`src/rtl/fir_xifu_pkg.sv`:
```
// Shared types and default widths for the FIR XIF coprocessor MAC engine.
// Struct widths follow the package defaults below.
package fir_xifu_pkg;

    localparam int MAC_NB_LANES  = 4;
    localparam int MAC_DATA_W    = 16;
    localparam int MAC_COEFF_W   = 16;
    localparam int MAC_ACC_W     = 40;
    localparam int MAC_NB_ACC    = 4;
    localparam int MAC_ID_W      = 4;
    localparam int MAC_SHIFT_W   = 6;
    localparam int MAC_ACC_IDX_W = $clog2(MAC_NB_ACC);

    typedef enum logic [1:0] {
        MAC_CLR = 2'd0,
        MAC_MAC = 2'd1,
        MAC_SET = 2'd2,
        MAC_RDQ = 2'd3
    } fir_xifu_mac_op_e;

    typedef struct packed {
        fir_xifu_mac_op_e                      op;
        logic [MAC_ACC_IDX_W-1:0]              acc;
        logic [MAC_ID_W-1:0]                   id;
        logic [MAC_NB_LANES*MAC_DATA_W-1:0]    x;
        logic [MAC_NB_LANES*MAC_COEFF_W-1:0]   c;
        logic [MAC_SHIFT_W-1:0]                shift;
    } fir_xifu_mac_req_t;

    typedef struct packed {
        logic [MAC_ID_W-1:0] id;
        logic [31:0]         data;
        logic                sat;
    } fir_xifu_mac_rsp_t;

endpackage

```
`src/rtl/fir_xifu_simd_mac_if.sv`:
```
// Request/response handshake bundle between EX, the MAC engine and WB.
// The master side issues requests and accepts results; the engine is the slave.
interface fir_xifu_simd_mac_if
    import fir_xifu_pkg::*;
#(
    parameter int NB_LANES = MAC_NB_LANES,
    parameter int DATA_W   = MAC_DATA_W,
    parameter int COEFF_W  = MAC_COEFF_W,
    parameter int NB_ACC   = MAC_NB_ACC,
    parameter int ID_W     = MAC_ID_W
);

    logic                        clear_i;
    logic                        req_valid_i;
    logic                        req_ready_o;
    logic [1:0]                  req_op_i;
    logic [$clog2(NB_ACC)-1:0]   req_acc_i;
    logic [ID_W-1:0]             req_id_i;
    logic [NB_LANES*DATA_W-1:0]  req_x_i;
    logic [NB_LANES*COEFF_W-1:0] req_c_i;
    logic [MAC_SHIFT_W-1:0]      req_shift_i;
    logic                        rsp_valid_o;
    logic                        rsp_ready_i;
    logic [ID_W-1:0]             rsp_id_o;
    logic [31:0]                 rsp_data_o;
    logic                        rsp_sat_o;

    modport master (
        output clear_i, req_valid_i, req_op_i, req_acc_i,
        output req_id_i, req_x_i, req_c_i, req_shift_i,
        output rsp_ready_i,
        input  req_ready_o, rsp_valid_o, rsp_id_o,
        input  rsp_data_o, rsp_sat_o
    );

    modport slave (
        input  clear_i, req_valid_i, req_op_i, req_acc_i,
        input  req_id_i, req_x_i, req_c_i, req_shift_i,
        input  rsp_ready_i,
        output req_ready_o, rsp_valid_o, rsp_id_o,
        output rsp_data_o, rsp_sat_o
    );

endinterface

```
`src/rtl/fir_xifu_rdq_round.sv`:
```
// Accumulator read-out: round-half-up arithmetic right shift, then
// saturate to a signed 32-bit result with a saturation flag.
module fir_xifu_rdq_round
    import fir_xifu_pkg::*;
#(
    parameter int ACC_W = MAC_ACC_W
) (
    input  logic signed [ACC_W-1:0]       acc_i,
    input  logic        [MAC_SHIFT_W-1:0] shift_i,
    output logic        [31:0]            data_o,
    output logic                          sat_o
);

    // One guard bit so the rounding add can never wrap.
    localparam int W = ACC_W + 1;
    localparam logic signed [W-1:0] MAX_V = W'(64'sd2147483647);
    localparam logic signed [W-1:0] MIN_V = W'(-64'sd2147483648);

    logic signed [W-1:0] ext;
    logic signed [W-1:0] rnd;
    logic signed [W-1:0] t;

    always_comb begin
        ext = W'(acc_i);
        rnd = '0;
        if (shift_i != '0) begin
            rnd = W'(1) << (shift_i - MAC_SHIFT_W'(1));
        end
        t = (ext + rnd) >>> shift_i;
        data_o = t[31:0];
        sat_o  = 1'b0;
        if (t > MAX_V) begin
            data_o = 32'h7fff_ffff;
            sat_o  = 1'b1;
        end else if (t < MIN_V) begin
            data_o = 32'h8000_0000;
            sat_o  = 1'b1;
        end
    end

endmodule

```
`src/rtl/fir_xifu_simd_mac.sv`:
```
// Multi-lane signed dot-product MAC engine with private wide accumulators.
// S1 registers lane products; S2 reduces them and applies the op in order.
module fir_xifu_simd_mac
    import fir_xifu_pkg::*;
#(
    parameter int NB_LANES = MAC_NB_LANES,
    parameter int DATA_W   = MAC_DATA_W,
    parameter int COEFF_W  = MAC_COEFF_W,
    parameter int ACC_W    = MAC_ACC_W,
    parameter int NB_ACC   = MAC_NB_ACC,
    parameter int ID_W     = MAC_ID_W
) (
    input logic                clk_i,
    input logic                rst_i,
    fir_xifu_simd_mac_if.slave bus
);

    localparam int PROD_W = DATA_W + COEFF_W;
    localparam int IDX_W  = $clog2(NB_ACC);

    logic                      s1_valid;
    logic signed [PROD_W-1:0]  s1_prod [NB_LANES];
    fir_xifu_mac_op_e          s1_op;
    logic [IDX_W-1:0]          s1_acc;
    logic [ID_W-1:0]           s1_id;
    logic [MAC_SHIFT_W-1:0]    s1_shift;

    logic                      s2_valid;
    logic signed [ACC_W-1:0]   s2_sum;
    fir_xifu_mac_op_e          s2_op;
    logic [IDX_W-1:0]          s2_acc;
    logic [ID_W-1:0]           s2_id;
    logic [MAC_SHIFT_W-1:0]    s2_shift;

    logic signed [ACC_W-1:0]   acc_q [NB_ACC];
    logic signed [ACC_W-1:0]   sum;
    logic signed [ACC_W-1:0]   cur;
    logic signed [ACC_W-1:0]   acc_nxt;

    logic                      rsp_valid;
    logic [ID_W-1:0]           rsp_id;
    logic [31:0]               rsp_data;
    logic                      rsp_sat;
    logic [31:0]               rnd_data;
    logic                      rnd_sat;

    logic stall;
    logic accept;
    logic fire;

    // Only a pending read-out has to wait for the response slot.
    assign stall = rsp_valid & ~bus.rsp_ready_i
                 & s2_valid & (s2_op == MAC_RDQ);
    assign bus.req_ready_o = ~stall & ~bus.clear_i & ~rst_i;
    assign accept = bus.req_valid_i & bus.req_ready_o;
    assign fire   = s2_valid & ~stall & ~bus.clear_i;

    always_ff @(posedge clk_i) begin
        if (rst_i || bus.clear_i) begin
            s1_valid <= 1'b0;
        end else if (!stall) begin
            s1_valid <= accept;
        end
    end

    always_ff @(posedge clk_i) begin
        if (accept) begin
            for (int i = 0; i < NB_LANES; i++) begin
                s1_prod[i] <=
                    PROD_W'($signed(bus.req_x_i[i*DATA_W +: DATA_W]))
                  * PROD_W'($signed(bus.req_c_i[i*COEFF_W +: COEFF_W]));
            end
            s1_op    <= fir_xifu_mac_op_e'(bus.req_op_i);
            s1_acc   <= bus.req_acc_i;
            s1_id    <= bus.req_id_i;
            s1_shift <= bus.req_shift_i;
        end
    end

    always_comb begin
        sum = '0;
        for (int i = 0; i < NB_LANES; i++) begin
            sum = sum + ACC_W'(s1_prod[i]);
        end
    end

    always_ff @(posedge clk_i) begin
        if (rst_i || bus.clear_i) begin
            s2_valid <= 1'b0;
        end else if (!stall) begin
            s2_valid <= s1_valid;
        end
    end

    always_ff @(posedge clk_i) begin
        if (!stall && s1_valid) begin
            s2_sum   <= sum;
            s2_op    <= s1_op;
            s2_acc   <= s1_acc;
            s2_id    <= s1_id;
            s2_shift <= s1_shift;
        end
    end

    always_comb begin
        cur     = acc_q[s2_acc];
        acc_nxt = cur;
        unique case (s2_op)
            MAC_CLR: acc_nxt = '0;
            MAC_MAC: acc_nxt = cur + s2_sum;
            MAC_SET: acc_nxt = s2_sum;
            MAC_RDQ: acc_nxt = cur;
        endcase
    end

    fir_xifu_rdq_round #(
        .ACC_W (ACC_W)
    ) u_round (
        .acc_i   (cur),
        .shift_i (s2_shift),
        .data_o  (rnd_data),
        .sat_o   (rnd_sat)
    );

    always_ff @(posedge clk_i) begin
        if (rst_i) begin
            for (int i = 0; i < NB_ACC; i++) begin
                acc_q[i] <= '0;
            end
        end else if (fire && s2_op != MAC_RDQ) begin
            acc_q[s2_acc] <= acc_nxt;
        end
    end

    always_ff @(posedge clk_i) begin
        if (rst_i) begin
            rsp_valid <= 1'b0;
            rsp_id    <= '0;
            rsp_data  <= '0;
            rsp_sat   <= 1'b0;
        end else if (bus.clear_i) begin
            rsp_valid <= 1'b0;
        end else if (fire && s2_op == MAC_RDQ) begin
            rsp_valid <= 1'b1;
            rsp_id    <= s2_id;
            rsp_data  <= rnd_data;
            rsp_sat   <= rnd_sat;
        end else if (bus.rsp_ready_i) begin
            rsp_valid <= 1'b0;
        end
    end

    assign bus.rsp_valid_o = rsp_valid;
    assign bus.rsp_id_o    = rsp_id;
    assign bus.rsp_data_o  = rsp_data;
    assign bus.rsp_sat_o   = rsp_sat;

endmodule
```
`src/flat_wrapper.sv`:
```
// flat-port wrapper written by rule: the top's interface ports become plain ports
module fir_xifu_simd_mac_flat import fir_xifu_pkg::*;
#(
    parameter int NB_LANES = MAC_NB_LANES,
    parameter int DATA_W   = MAC_DATA_W,
    parameter int COEFF_W  = MAC_COEFF_W,
    parameter int ACC_W    = MAC_ACC_W,
    parameter int NB_ACC   = MAC_NB_ACC,
    parameter int ID_W     = MAC_ID_W
)
  (clk_i, rst_i, bus_clear_i, bus_req_valid_i, bus_req_op_i, bus_req_acc_i, bus_req_id_i, bus_req_x_i, bus_req_c_i, bus_req_shift_i, bus_rsp_ready_i, bus_req_ready_o, bus_rsp_valid_o, bus_rsp_id_o, bus_rsp_data_o, bus_rsp_sat_o);
  fir_xifu_simd_mac_if #(.NB_LANES(NB_LANES), .DATA_W(DATA_W), .COEFF_W(COEFF_W), .NB_ACC(NB_ACC), .ID_W(ID_W)) bus_i ();
  input logic clk_i;
  input logic rst_i;
  input wire logic [$bits(bus_i.clear_i)-1:0] bus_clear_i;
  input wire logic [$bits(bus_i.req_valid_i)-1:0] bus_req_valid_i;
  input wire logic [$bits(bus_i.req_op_i)-1:0] bus_req_op_i;
  input wire logic [$bits(bus_i.req_acc_i)-1:0] bus_req_acc_i;
  input wire logic [$bits(bus_i.req_id_i)-1:0] bus_req_id_i;
  input wire logic [$bits(bus_i.req_x_i)-1:0] bus_req_x_i;
  input wire logic [$bits(bus_i.req_c_i)-1:0] bus_req_c_i;
  input wire logic [$bits(bus_i.req_shift_i)-1:0] bus_req_shift_i;
  input wire logic [$bits(bus_i.rsp_ready_i)-1:0] bus_rsp_ready_i;
  output wire logic [$bits(bus_i.req_ready_o)-1:0] bus_req_ready_o;
  output wire logic [$bits(bus_i.rsp_valid_o)-1:0] bus_rsp_valid_o;
  output wire logic [$bits(bus_i.rsp_id_o)-1:0] bus_rsp_id_o;
  output wire logic [$bits(bus_i.rsp_data_o)-1:0] bus_rsp_data_o;
  output wire logic [$bits(bus_i.rsp_sat_o)-1:0] bus_rsp_sat_o;
  assign bus_i.clear_i = bus_clear_i;
  assign bus_i.req_valid_i = bus_req_valid_i;
  assign bus_i.req_op_i = bus_req_op_i;
  assign bus_i.req_acc_i = bus_req_acc_i;
  assign bus_i.req_id_i = bus_req_id_i;
  assign bus_i.req_x_i = bus_req_x_i;
  assign bus_i.req_c_i = bus_req_c_i;
  assign bus_i.req_shift_i = bus_req_shift_i;
  assign bus_i.rsp_ready_i = bus_rsp_ready_i;
  assign bus_req_ready_o = bus_i.req_ready_o;
  assign bus_rsp_valid_o = bus_i.rsp_valid_o;
  assign bus_rsp_id_o = bus_i.rsp_id_o;
  assign bus_rsp_data_o = bus_i.rsp_data_o;
  assign bus_rsp_sat_o = bus_i.rsp_sat_o;
  fir_xifu_simd_mac #(.NB_LANES(NB_LANES), .DATA_W(DATA_W), .COEFF_W(COEFF_W), .ACC_W(ACC_W), .NB_ACC(NB_ACC), .ID_W(ID_W)) u_core (.clk_i(clk_i), .rst_i(rst_i), .bus(bus_i));
endmodule
```
`config.mk`:
```
export PLATFORM = sky130hd
export DESIGN_NAME = fir_xifu_simd_mac_flat
export DESIGN_NICKNAME = d
export VERILOG_FILES = /design/src/rtl/fir_xifu_pkg.sv /design/src/rtl/fir_xifu_simd_mac_if.sv /design/src/rtl/fir_xifu_rdq_round.sv /design/src/rtl/fir_xifu_simd_mac.sv /design/src/flat_wrapper.sv
export SDC_FILE = /design/constraint.sdc
export NUM_CORES = 2
export LEC_CHECK = 0
export CAP_MARGIN = 10
export CORE_ASPECT_RATIO = 0.75
export CORE_MARGIN = 2
export CORE_UTILIZATION = 45
export CTS_BUF_LIST = sky130_fd_sc_hd__clkbuf_8
export DETAILED_ROUTE_END_ITERATION = 16
export SLEW_MARGIN = 20
export SYNTH_ARGS = -nofsm -noshare
export SYNTH_HDL_FRONTEND = slang
export SYNTH_SLANG_ARGS = --single-unit
```
`constraint.sdc`:
```
create_clock -name clk_i -period 8 [get_ports clk_i]
set_clock_uncertainty 0.15 [all_clocks]
set_input_delay 0.8 -clock clk_i [delete_from_list [all_inputs] [get_ports clk_i]]
set_output_delay 0.8 -clock clk_i [all_outputs]
set_load 0.02 [all_outputs]
```
==> impl_metrics.py <==
metrics = {
    "sta": {
        "drv_slew": 0,
        "max_slew_margin_pct": 27.46,
        "tns_ns": 0,
        "finalHoldViolCount": 0,
        "timing.hold.ws_ns": 0.2584,
        "fmax_ghz": 0.1363,
        "grt_setup_unrepaired": "no",
        "finalCritPeriodShare_pct": 91.73,
        "finalSetupViolCount": 0,
        "fin_ws_ns": 0.6615,
        "min_period_ns": 7.339,
        "tightest_slew_ns": 1.086,
    },
    "logic_synthesis": {
        "synth_top_family_by_area": "adder cells",
        "avgSynthCellArea_um2": 9.670,
        "async_flop_share_pct": 0,
        "synthSimpleGateAreaFrac_pct": 15.16,
        "seq_area_frac_synth_pct": 17.91,
        "synth_cell_type_count": 94,
        "postSynthCellCount": 6658,
        "synthMuxAreaShare_pct": 3.282,
        "synth_seq_cells": 398,
        "synth_compound_area_share_pct": 8.632,
        "yosysWarnings": 0,
        "syn_area_um2": 64390,
        "synth-adder-area-share_pct": 42.90,
        "synth_nets": 8362,
        "synth_top_area_cell": "fa_1",
        "synth_area_leaders": "fa_1 (34%), edfxtp_1 (17%), ha_1 (9.2%), inv_1 (7.0%), and2_1 (4.5%)",
        "synth_top_area_share_pct": 33.70,
        "synth_edf_count": 356,
        "synth-main-ff-cell": "edfxtp_1",
        "synth_xor_area_share_pct": 3.659,
    },
    "setup_path": {
        "cp_max_fo": 5,
        "crit_path_frequent_cell": "fa_1",
        "required_ns": 8.27,
        "rr_startpoint": "u_core.s1_prod[2][1]$_DFFE_PP_",
        "critPathLaunch": "bus_req_x_i[58]",
        "worstPathArrival_ns": 7.61,
        "critical-path-slowest-cell": "clkdlybuf4s50_1",
        "critPathKind": "in -> reg",
        "critPathLaunchType": "primary input",
        "critPathMaxStageDelay_ns": 0.70,
        "critPathCaptureType": "flip-flop",
    },
    "routing": {
        "drtAntennaViolNets": 0,
        "wirelength_um": 173900,
        "vias": 47220,
        "dr.first_iter.drc_count": 3673,
        "vias_per_cell": 5.347,
        "wl_per_cell_um": 19.69,
        "drc_errors": 0,
        "dr.pass1.iters": 5,
    },
    "global_routing": {
        "grt_pass1_vias": 48500,
        "grt_overflow_total": 0,
        "antenna_found_initial": 6,
        "grt_max_degree": 68,
        "grt_util_all_layers_pct": 24.31,
        "grt_pass1_wl_um": 279400,
    },
    "die": {
        "fp.dieW_um": 440.8,
        "die_area_um2": 146200,
        "rows": 120,
        "start_util_pct": 45.23,
        "io_pins": 186,
        "die_h_um": 331.6,
        "core_um2": 142300,
    },
    "cts": {
        "cts_hold_buf": 0,
        "clk_pin_slew_ns": 0.06,
        "clkSinkCount": 398,
        "numCtsBuffers": 73,
        "cts_root_buf": "clkbuf_8",
        "cts_tree": "yes",
        "ctsLongestPathBuffers": 3,
        "clk_latency_ns": 0.70,
        "ctsResizeCount": 0,
        "htreeDepth": 3,
        "cts_setup_buffers": 0,
    },
    "final_layout": {
        "multi_input_area_um2": 47440,
        "drive_gt1_share_pct": 6.471,
        "fillers": 13210,
        "final_common_cell": "inv_1",
        "area_growth_pct": 9.959,
        "fin_nets": 8587,
        "final_cell_count_no_fill": 8831,
        "seq_area_um2": 11530,
        "layout_common_cells": "inv_1 (1,215), fa_1 (1,084), nand2_1 (727)",
    },
    "worst_hold_path": {
        "hold_path.class": "reg -> reg",
        "min_from": "u_core.s1_shift[3]$_DFFE_PP_",
    },
    "run_status": {
        "status": "finished clean",
    },
    "placement": {
        "dp_slack_ns": 0.03754,
        "place.gp.congestion": 0.9277,
        "place_inst": 8699,
        "hpwl_um": 145100,
        "port_buffers": 185,
    },
    "run": {
        "drv.max_cap_violation_count": 0,
    },
}
## metrics by stage
step,area [um^2],util [%]
final,70800,49.74
after global routing,70800,49.74
after CTS,70790,49.74
after detailed placement,69290,48.68
after global placement,69290,48.68
after floorplan,64390,-
## metal layers
layer	vias up	global-route usage [%]	wire (um)	share of wire, %
met1	23830	36.55	81540	47
met4	2	3.384	2180	1.3
li1	21850	-	-	-
met3	133	3.723	11480	6.6
met2	1407	37.88	78700	45
met5	-	0	13	0.0075
## final timing paths
kind	cells after the start	end	slack, ns
max	26	u_core.s1_prod[3][30]$_DFFE_PP_	0.66
min	0	u_core.s2_shift[3]$_DFFE_PP_	0.26
max reg2reg	25	u_core.s2_sum[34]$_DFFE_PP_	1.06
min reg2reg	0	u_core.s2_shift[3]$_DFFE_PP_	0.26
## layout make-up
type                            count  area share, %
Antenna cell                        1       0.003535
Sequential cell                   398          16.29
Clock buffer                       79          1.536
Clock inverter                     52         0.5903
Tap cell                         1891          3.342
Inverter                         1196          6.341
Multi-Input combinational cell   4821          67.01
Timing Repair Buffer              393          4.885
## worst max-delay path: cells and delay by family
| family | cells | cell delay (ns) |
|---|---|---|
| adder cells (fa/ha/maj) | 7 | 3.41 |
| AO/OA/AOI/OAI | 7 | 1.63 |
| buffers and inverters | 7 | 1.14 |
| AND/OR/NAND/NOR | 4 | 0.51 |
| XOR/XNOR | 1 | 0.12 |
## flip-flops by register name (all words and copies together), names as in the netlist, 2 cells and up, named ones only
register and cells:
u_core.s1_id 4, u_core.s1_prod 128, u_core.s1_acc 2, u_core.s1_op 2, u_core.bus.rsp_id_o 4, u_core.s2_shift 6
u_core.s2_sum 40, u_core.s2_acc 2, u_core.s2_op 2, u_core.s1_shift 6, u_core.bus.rsp_data_o 32, u_core.acc_q 160
u_core.s2_id 4
## cell families after synthesis
logic type,Yosys count
simple gates,2026
fa+ha+maj,1557
buf+inv,1439
compound gates,830
flops,398
xor+xnor,269
mux,139
## synthesized netlist by cell type, types with 19 or more instances
| master | number |
|---|---|
| or2_2 | 23 |
| o32ai_1 | 28 |
| buf_1 | 22 |
| nand3_1 | 72 |
| o31ai_1 | 19 |
| or3_1 | 38 |
| and3_1 | 32 |
| nor2_1 | 395 |
| mux4_2 | 56 |
| a21oi_1 | 225 |
| a31oi_1 | 36 |
| nand2_1 | 727 |
| o21bai_1 | 42 |
| xor2_1 | 61 |
| clkbuf_1 | 210 |
| o211ai_1 | 30 |
| nand2b_1 | 94 |
| and2_1 | 466 |
| o21a_1 | 42 |
| mux2i_1 | 66 |
| o21ai_0 | 143 |
| inv_1 | 1194 |
| fa_1 | 1084 |
| a211oi_1 | 37 |
| nor3_1 | 85 |
| a21o_1 | 78 |
| ha_1 | 473 |
| xnor2_1 | 208 |
| nor2b_1 | 21 |
| edfxtp_1 | 356 |
| dfxtp_1 | 42 |
| nand4_1 | 22 |
Power is not shown: default switching activity piles up to over one toggle a cycle in this logic, so the estimate is an artifact.
